--- config.mk ---
export PLATFORM = sky130hd
export DESIGN_NAME = sdram_word_arbiter
export DESIGN_NICKNAME = d
export VERILOG_FILES = /design/src/rtl/sdram_word_arbiter.sv
export SDC_FILE = /design/constraint.sdc
export NUM_CORES = 1
export LEC_CHECK = 0
export CAP_MARGIN = 20
export CORE_UTILIZATION = 50
export DETAILED_ROUTE_END_ITERATION = 12
export GPL_TIMING_DRIVEN = 0
export PLACE_DENSITY = 0.87
export SYNTH_ARGS = -nofsm -noshare
export SYNTH_HDL_FRONTEND = slang
export SYNTH_SLANG_ARGS = --single-unit
--- constraint.sdc ---
create_clock -name clk -period 8.6 [get_ports clk]
set_input_delay 1.29 -clock clk [delete_from_list [all_inputs] [get_ports clk]]
set_output_delay 1.29 -clock clk [all_outputs]
set_load 0.01 [all_outputs]
--- src/rtl/sdram_word_arbiter.sv ---
// Two-port 32-bit word arbiter onto a 16-bit SDRAM controller port.
// Optional macro ARB_ROUND_ROBIN_EN: alternate grants on contention.
//
// Ports:
//   clk, reset            clock, async active-high reset
//   pN_req/we/addr/wdata  port N request (0 = loader, 1 = CPU)
//   pN_ack                one-cycle completion pulse for port N
//   rdata                 last completed read word
//   busy                  transaction in flight
//   az_*                  command side towards the SDRAM controller
//   za_*                  response side from the SDRAM controller
module sdram_word_arbiter (
  input  logic        clk,
  input  logic        reset,
  input  logic        p0_req,
  input  logic        p0_we,
  input  logic [20:0] p0_addr,
  input  logic [31:0] p0_wdata,
  input  logic        p1_req,
  input  logic        p1_we,
  input  logic [20:0] p1_addr,
  input  logic [31:0] p1_wdata,
  output logic        p0_ack,
  output logic        p1_ack,
  output logic [31:0] rdata,
  output logic        busy,
  output logic [21:0] az_addr,
  output logic [1:0]  az_be_n,
  output logic        az_cs,
  output logic [15:0] az_data,
  output logic        az_rd_n,
  output logic        az_wr_n,
  input  logic [15:0] za_data,
  input  logic        za_valid,
  input  logic        za_waitrequest
);

  typedef enum logic [2:0] {
    IDLE,
    ISSUE_LO,
    ISSUE_HI,
    WAIT_RD,
    DONE
  } state_t;

  state_t      state, state_n;
  logic        gnt, gnt_n;
  logic        we_q;
  logic [20:0] addr_q;
  logic [31:0] wdata_q;
  logic [1:0]  beats, beats_n;
  logic [15:0] rbuf_lo, rbuf_hi;
  logic        any_req;
  logic        issue;
  logic        take;

  assign any_req = p0_req | p1_req;
  assign issue   = (state == ISSUE_LO) | (state == ISSUE_HI);

  // Read beats count only once the low command is accepted and
  // only up to two per transaction; anything else is dropped.
  assign take = za_valid & ~we_q & (beats != 2'd2) &
                ((state == ISSUE_HI) | (state == WAIT_RD));
  assign beats_n = beats + {1'b0, take};

`ifdef ARB_ROUND_ROBIN_EN
  logic last_grant;

  always_comb begin
    gnt_n = ~p0_req;
    if (p0_req & p1_req)
      gnt_n = ~last_grant;
  end

  always_ff @(posedge clk or posedge reset) begin
    if (reset)
      last_grant <= 1'b1;
    else if (state == IDLE && any_req)
      last_grant <= gnt_n;
  end
`else
  always_comb begin
    gnt_n = ~p0_req;
  end
`endif

  always_comb begin
    state_n = state;
    unique case (state)
      IDLE:
        if (any_req)
          state_n = ISSUE_LO;
      ISSUE_LO:
        if (!za_waitrequest)
          state_n = ISSUE_HI;
      ISSUE_HI:
        if (!za_waitrequest) begin
          if (we_q || beats_n == 2'd2)
            state_n = DONE;
          else
            state_n = WAIT_RD;
        end
      WAIT_RD:
        if (beats_n == 2'd2)
          state_n = DONE;
      DONE:
        state_n = IDLE;
      default:
        state_n = IDLE;
    endcase
  end

  always_comb begin
    az_cs   = issue;
    az_be_n = 2'b00;
    az_rd_n = ~(issue & ~we_q);
    az_wr_n = ~(issue & we_q);
    az_addr = 22'd0;
    az_data = 16'd0;
    if (state == ISSUE_LO) begin
      az_addr = {addr_q, 1'b0};
      az_data = wdata_q[15:0];
    end else if (state == ISSUE_HI) begin
      az_addr = {addr_q, 1'b1};
      az_data = wdata_q[31:16];
    end
    busy   = (state != IDLE);
    p0_ack = (state == DONE) & ~gnt;
    p1_ack = (state == DONE) & gnt;
  end

  always_ff @(posedge clk or posedge reset) begin
    if (reset) begin
      state   <= IDLE;
      gnt     <= 1'b0;
      we_q    <= 1'b0;
      addr_q  <= 21'd0;
      wdata_q <= 32'd0;
      beats   <= 2'd0;
      rbuf_lo <= 16'd0;
      rbuf_hi <= 16'd0;
      rdata   <= 32'd0;
    end else begin
      state <= state_n;
      if (state == IDLE && any_req) begin
        gnt     <= gnt_n;
        we_q    <= gnt_n ? p1_we : p0_we;
        addr_q  <= gnt_n ? p1_addr : p0_addr;
        wdata_q <= gnt_n ? p1_wdata : p0_wdata;
        beats   <= 2'd0;
      end else if (take) begin
        beats <= beats_n;
        if (beats == 2'd0)
          rbuf_lo <= za_data;
        else
          rbuf_hi <= za_data;
      end
      // rdata only moves when a read finishes, so it stays stable
      // while the next read collects its beats.
      if (state_n == DONE && state != DONE && !we_q)
        rdata <= {take ? za_data : rbuf_hi, rbuf_lo};
    end
  end

endmodule

# Yosys cells after proc, flatten, opt, wreduce, memory -nomap -nowiden
# Cells that the tools add are included.
# classes
shift,0
mux,16
div_mod_pow,0
add_sub_neg,1
eq_ne,8
magnitude_cmp,0
n_mul,0
bitwise_logic,17
n_reduce_logical,11
# op_table
op,count
$mux 16,3
$mux 22,2
$mux 32,1
$mux 21,1
$mux 3,5
$pmux 3 s4,1
$and 1x1->1,7
$not 1->1,7
$eq 3x2->1 const B,2
$eq 3x3->1 const B,2
$reduce_and 3->1,2
$mux 2,2
$eq 3x1->1 const B,1
$logic_and 1x1->1,3
$logic_not 3->1,1
$ne 3x3->1 const B,1
$or 1x1->1,3
$reduce_bool 3->1,1
$add 2x1->2,1
$eq 2x2->1 const B,1
$logic_not 2->1,1
$ne 2x2->1 const B,1
$reduce_bool 2->1,1
$logic_not 1->1,1
2 further kinds,2
# totals
ramBits,0
out_inout_bits,78
mem_bits_ro,0
n_memories,0
latchBits,0
in_bits,130
regBits,124

# Depth between registers and ports, before layout
# Gate-level depths: netlist of run 1.
# depth
depth_word,13
ltp_mapped,10
ltp_nobuf,6

# Worst setup path before layout of run 1
# OpenSTA, ideal clock, no wires.
# synth_timing
path_kind,in2reg
startpoint,in za_valid
endpoint,reg rdata[0]
slack_ns,5.502
setup_time_ns,0.125
cell_stages,8
arrival_ns,2.973
cell_sequence,nand4bb_1 -> buf_2 -> nor2_1 -> ha_1 -> nor2_1 -> nand4_4 -> buf_6 -> mux2_4
# synth_via
elab_chain_len,12
# synth_lines
item,line,source
from (decl),34,"input logic za_valid,"
$and 1x1->1 * (3 in series),62,assign take = za_valid & ~we_q & (beats != 2'd2) &
$add 2x1->2 *,64,"assign beats_n = beats + {1'b0, take};"
$eq 2x2->1 *,"98, 104",
$logic_or 1x1->1,98,if (we_q || beats_n == 2'd2)
$mux 3,98,
$mux 3,97,if (!za_waitrequest) begin
$pmux 3 s4 *,89,unique case (state)
$eq 3x3->1 *,160,if (state_n == DONE && state != DONE && !we_q)
$logic_and 1x1->1 * (2 in series),160,
to (signal assigned),161,"rdata <= {take ? za_data : rbuf_hi, rbuf_lo};"
to (decl),25,"output logic [31:0] rdata,"
# Mark *: on every way between the ends. The rest lies on a longest branch, timed or not.
# A chain may end at the register's enable or synchronous reset.

# Final worst setup path of run 1
# layout_timing
startpoint,reg state[1]
endpoint,out az_data[8]
# layout_via
elab_chain_len,3
# layout_lines
item,line,source
from (decl),46,"state_t state, state_n;"
from (signal assigned),144,state <= state_n;
$eq 3x2->1,123,end else if (state == ISSUE_HI) begin
$mux 16,123,
$mux 16 *,120,if (state == ISSUE_LO) begin
to (decl),30,"output logic [15:0] az_data,"
# Marks and branches as above.

==> impl_metrics.json, run 1 <==
{
  "status": "completed",
  "postCtsSetupBuffers": 0,
  "grt-ovfl-total": 0,
  "die_area_um2": 12800,
  "dp_hpwl_um": 12300,
  "max_cap_viol_count": 0,
  "min_path_type": "reg -> reg",
  "synth_edf_count": 0,
  "firstDrtPassIters": 4,
  "cts.sinks": 124,
  "power_density_nw_per_um2": 356,
  "grt.total_usage_pct": 27.7,
  "final_nets": 826,
  "slew_viol_final": 0,
  "synthesis.area_um2": 6160,
  "grt_first_pass_wirelength_um": 26900,
  "cp.depth": 7,
  "worstPathCellList": "buf_4 -> nor2b_1 -> nor2b_1 -> clkbuf_1 -> clkbuf_1 -> a22o_1 -> clkdlybuf4s50_1",
  "initial_core_util_pct": 51.3,
  "vias_per_cell": 5.72,
  "syn_to_final_growth_pct": 46.0,
  "rsz0062_at_grt": "no",
  "seqPwrFrac_pct": 31.8,
  "vias": 4881,
  "timing.final.crit_share_pct": 48.5,
  "antenna_cells": 0,
  "multi_input_area_um2": 2850,
  "total_power_mw": 3.21,
  "finalSetupTns_ns": 0,
  "wire_per_inst_um": 19.6,
  "start_kind": "flip-flop",
  "setup.worst_path.class": "reg -> out",
  "clock_latency_ns": 0.41,
  "critPathTopFamily": "buffers and inverters",
  "p_leak_nw": 3.81,
  "cts_tree": "done",
  "cp_slowest_cell": "clkdlybuf4s50_1",
  "setup_viol": 0,
  "core_um2": 12000,
  "fmax_mhz": 240,
  "ir_worst_vdd_v": 0.000199,
  "max_slew.worst_pin.slew_ns": 0.870,
  "final_cell_mix": "205 x clkdlybuf4s50_1, 134 x mux2_2, 124 x dfrtp_1",
  "port-buffer-count": 205,
  "fp.dieW_um": 113,
  "endpoint_kind": "output pin",
  "cpPeakStageDelay_ns": 0.58,
  "power.share.combinational_pct": 47.1,
  "antenna_found_initial": 0,
  "synth_top_area_cell": "dfrtp_1",
  "yosysSeqAreaShare_pct": 50.3,
  "cts_max_path_buffers": 2,
  "gp_congestion": 0.786,
  "min_period_ns": 4.17,
  "sw_frac_of_total_pct": 32.4,
  "cts_hold_buf": 0,
  "async_reset_ff_share_pct": 100,
  "ant_nets": 0,
  "grt_start_max_net_pins": 72,
  "power.internal_mw": 2.17,
  "drc": 0,
  "cts_root_buf": "clkbuf_16",
  "yosys.cell_types.count": 39,
  "rr_worst_depth": 8,
  "hold-path-cell-count": 1,
  "relSlewSlack_pct": 41.8,
  "cp.required_ns": 7.31,
  "path_max_fanout": 10,
  "synth_cells": 469,
  "htree_levels": 4,
  "pin_count": 208,
  "drive_above_1_share_pct": 29.7,
  "ctsResizeCount": 0,
  "switchingPower_mw": 1.04,
  "grt_pass1_vias": 5202,
  "placementRows": 40,
  "yosys-top-cells-area": "dfrtp_1 50%, mux2_2 24%, mux2_4 4.9%",
  "ys.flop_type": "dfrtp_1",
  "clk_pin_slew_ns": 0.05,
  "regArea_um2": 3100,
  "fillers": 823,
  "cts_made_buffers": 17,
  "final_common_cell": "clkdlybuf4s50_1",
  "path_buf_inv": 4,
  "pwr-share-clk_pct": 21.1,
  "critPathArrivalTime_ns": 2.88,
  "synth-seq-cells": 124,
  "fp.dieH_um": 113,
  "routed_wl_um": 16700,
  "finalClockSkew_ns": 0.00793,
  "timing_hold_violations_final": 0,
  "drtIter0Drc": 263,
  "yosys_warnings": 0,
  "netlist.area_leader.share_pct": 50.3,
  "syn_avg_cell_area_um2": 13.1
}
[cells in the mapped netlist (2+ instances only)]
cell type	n
a21oi_1	4
a22o_1	16
a31oi_1	16
a41oi_1	16
and2_1	21
buf_2	11
buf_4	4
buf_6	4
clkbuf_1	20
dfrtp_1	124
inv_1	2
mux2_1	3
mux2_2	134
mux2_4	20
nand2_1	2
nand2b_1	5
nand3_1	18
nor2_1	5
nor2b_1	3
nor4bb_1	2
o21ai_0	19
or3_1	2
xnor2_1	2
[power groups by stage]
| stage | Clock [mW] | Sequential, mW | Combinational (mW) |
|---|---|---|---|
| global placement | 0 | 1.00 | 1.47 |
| global route | 0.717 | 1.05 | 1.61 |
| detailed placement | 0 | 1.02 | 1.51 |
| finish | 0.678 | 1.02 | 1.51 |
| floorplan | 0 | 1.01 | 0.807 |
| CTS | 0.688 | 1.02 | 1.52 |
[final cells by class]
cell class                 count  share of cell area [%]
clock buffer                  25                    5.62
sequential                   124                    34.5
multi-input combinational    304                    31.6
clock inverter                 6                   0.667
timing repair buffer         206                    23.1
buffer                        40                    2.33
inverter                       2                   0.139
tap                          147                    2.04
[per-stage QoR]
stage	hold WS (ns)	utilization (%)	worst slack (ns)	area, µm²	instances
after floorplan	0.459	-	4.01	6170	470
after global placement	0.472	70.0	2.49	8400	822
after detailed placement	0.478	70.2	4.54	8440	823
after CTS	0.490	74.9	4.46	9000	854
after global routing	0.499	74.9	4.26	9000	854
final	0.488	74.9	4.43	9000	854
[worst reg2reg max path, stage by stage (launching register included)]
cell and delay [ns]:
dfrtp_1 0.48, nor2b_1 0.52, clkbuf_1 0.42, nor2_1 0.13, ha_1 0.34, nor2_1 0.68, nand4_4 0.31, buf_6 0.26
mux2_4 0.31
[flip-flops by register name, summed over array words and instances (netlist names)]
name	count
rdata	32
wdata_q	32
addr_q	21
rbuf_hi	16
rbuf_lo	16
state	3
beats	2
gnt	1
we_q	1
[logic make-up after synthesis]
group / synth area share, %
buf+inv: 3.53
xor+xnor: 0.548
simple gates: 6.82
mux: 30.1
fa+ha+maj: 0.203
compound gates: 8.44
flops: 50.3
other cells: 0.0608
[worst paths after layout]
path / startpoint / to / slack, ns
worst min register to register: wdata_q[1]$_DFFE_PP0P_ / wdata_q[1]$_DFFE_PP0P_ / 0.49
worst max register to register: beats[1]$_DFFE_PP0P_ / rdata[1]$_DFFE_PP0P_ / 5.04
min in group asynchronous: reset / wdata_q[3]$_DFFE_PP0P_ / 1.31
worst min-delay path: wdata_q[1]$_DFFE_PP0P_ / wdata_q[1]$_DFFE_PP0P_ / 0.49
worst max-delay path: state[1]$_DFF_PP0_ / az_data[8] / 4.43
max in group asynchronous: reset / beats[1]$_DFFE_PP0P_ / 6.59
[routing by layer]
metal  global-route usage [%]  vias to the layer above  routed length, µm
li1                         -                     2188                  -
met5                        0                        -                  0
met1                     33.0                     2454               6510
met4                     10.2                        0                425
met2                     48.7                      201               8880
met3                     6.59                       38                899
(Power assumes the default switching activity.)
==> run 2, diff against run 1 <==
CORE_UTILIZATION = 46   (was 50)
PLACE_DENSITY = 0.81   (was 0.87)
clock period = 4.1 ns   (was 8.6 ns; I/O delays follow)
==> impl_metrics.json, run 2 (synthesis results as in run 1) <==
{
  "drc": 0,
  "rr_endpoint": "rdata[0]$_DFFE_PP0P_",
  "ff2ff_setup_slack_ns": 0.64,
  "htree_levels": 4,
  "pin_count": 208,
  "fp.dieH_um": 118,
  "postCtsSetupBuffers": 0,
  "dp_hpwl_um": 12100,
  "gp_congestion": 0.811,
  "grt_start_max_net_pins": 74,
  "core_um2": 12800,
  "grt.total_usage_pct": 24.9,
  "final_cell_mix": "205 x clkdlybuf4s50_1, 134 x mux2_2, 124 x dfrtp_1",
  "holdPathEnd": "wdata_q[3]$_DFFE_PP0P_",
  "timing.final.crit_share_pct": 85.5,
  "cp_slowest_cell": "clkdlybuf4s50_1",
  "power_density_nw_per_um2": 744,
  "antenna_cells": 0,
  "endpoint_kind": "output pin",
  "clock_latency_ns": 0.41,
  "die_area_um2": 13900,
  "port-buffer-count": 205,
  "total_power_mw": 6.74,
  "rsz0062_at_grt": "no",
  "path_max_fanout": 10,
  "routed_wl_um": 16200,
  "min_period_ns": 3.50,
  "timing_hold_violations_final": 0,
  "p_leak_nw": 3.82,
  "timing.rr.start": "beats[1]$_DFFE_PP0P_",
  "grt-ovfl-total": 0,
  "max_cap_viol_count": 0,
  "ir_worst_vdd_v": 0.000425,
  "placementRows": 41,
  "cp.required_ns": 3.48,
  "syn_to_final_growth_pct": 47.0,
  "post-route-util_pct": 70.6,
  "cts.sinks": 124,
  "drtIter0Drc": 252,
  "wire_per_inst_um": 18.4,
  "finalClockSkew_ns": 0.00490,
  "slew_viol_final": 0,
  "hold-path-cell-count": 1,
  "cts_max_path_buffers": 2,
  "vias_per_cell": 5.42,
  "vias": 4768,
  "dp_slack_ns": 0.758,
  "clk_pin_slew_ns": 0.05,
  "worstPathCellList": "buf_4 -> nor2b_1 -> nor2b_1 -> clkbuf_1 -> clkbuf_1 -> a22o_1 -> clkdlybuf4s50_1",
  "cpPeakStageDelay_ns": 0.56,
  "ctsResizeCount": 0,
  "dp_cells": 848,
  "fp.dieW_um": 118,
  "setup_viol": 0,
  "final_common_cell": "clkdlybuf4s50_1",
  "antenna_found_initial": 0,
  "min_path_type": "reg -> reg",
  "cts_tree": "done",
  "final_nets": 826,
  "firstDrtPassIters": 5,
  "grt_pass1_vias": 5111,
  "ant_nets": 0,
  "path_buf_inv": 4,
  "critPathArrivalTime_ns": 2.89,
  "fmax_mhz": 285,
  "reg_top3": "rdata: 32 flops, wdata_q: 32 flops, addr_q: 21 flops",
  "cts_hold_buf": 0,
  "cts_root_buf": "clkbuf_16",
  "start_kind": "flip-flop",
  "cts_made_buffers": 17,
  "rr_worst_depth": 8,
  "min_from": "wdata_q[3]$_DFFE_PP0P_",
  "finalSetupTns_ns": 0,
  "grt_first_pass_wirelength_um": 26600,
  "drive_above_1_share_pct": 29.7,
  "relSlewSlack_pct": 50.2,
  "fin_cells": 880,
  "setup.worst_path.class": "reg -> out",
  "critPathTopFamily": "buffers and inverters",
  "max_slew.worst_pin.slew_ns": 0.744,
  "status": "completed",
  "initial_core_util_pct": 48.1,
  "fin_ws_ns": 0.597
}
==> run 2: cell types whose count changed in the layout (fill, tap and decap cells not counted) <==
cell / previous run / this run
clkbuf_1: 23 / 24
clkinvlp_4: 2 / 1
bufinv_16: 1 / 2
==> run 2: how the worst max path moves through the flow <==
stage / end / cells past startpoint / startpoint
floorplan: addr_q[0]$_DFFE_PP0P_ / 1 / reset
global placement: rdata[9]$_DFFE_PP0P_ / 2 / reset
detailed placement: rdata[0]$_DFFE_PP0P_ / 8 / beats[1]$_DFFE_PP0P_
CTS: az_data[7] / 7 / state[1]$_DFF_PP0_
global route: az_data[9] / 7 / state[1]$_DFF_PP0_
finish: az_data[9] / 7 / state[1]$_DFF_PP0_
==> run 2: worst register-to-register path, cell delays in order (launching register included) <==
cell and delay, ns:
dfrtp_1 0.49, nor2b_1 0.51, clkbuf_1 0.41, nor2_1 0.12
ha_1 0.35, nor2_1 0.59, nand4_4 0.31, buf_6 0.27
mux2_4 0.31
==> run 2: where the power goes <==
group	internal, mW	switching (mW)
Sequential	1.80	0.318
Combinational	1.83	1.31
Clock	0.972	0.507
==> run 2: metal layers <==
layer  track usage [%]  routed length [µm]  vias up
met1              29.7                6520     2378
met2              42.0                8440      159
met3              6.98                 779       32
met5                 0                   0        -
met4              10.4                 433        0
li1                  -                   -     2199
==> run 2: through the flow <==
step | hold slack [ns] | instance area, µm²
2_1_floorplan | 0.459 | 6170
3_3_place_gp | 0.474 | 8440
3_5_place_dp | 0.481 | 8470
4_1_cts | 0.492 | 9060
5_1_grt | 0.508 | 9060
6_report | 0.488 | 9060
==> run 2: layout make-up <==
type,count,area (µm²)
Sequential cell,124,3100
Clock inverter,6,82.6
Inverter,2,12.5
Clock buffer,26,509
Multi-Input combinational cell,304,2850
Buffer,40,210
Timing Repair Buffer,206,2080
Fill cell,916,3760
Tap cell,172,215
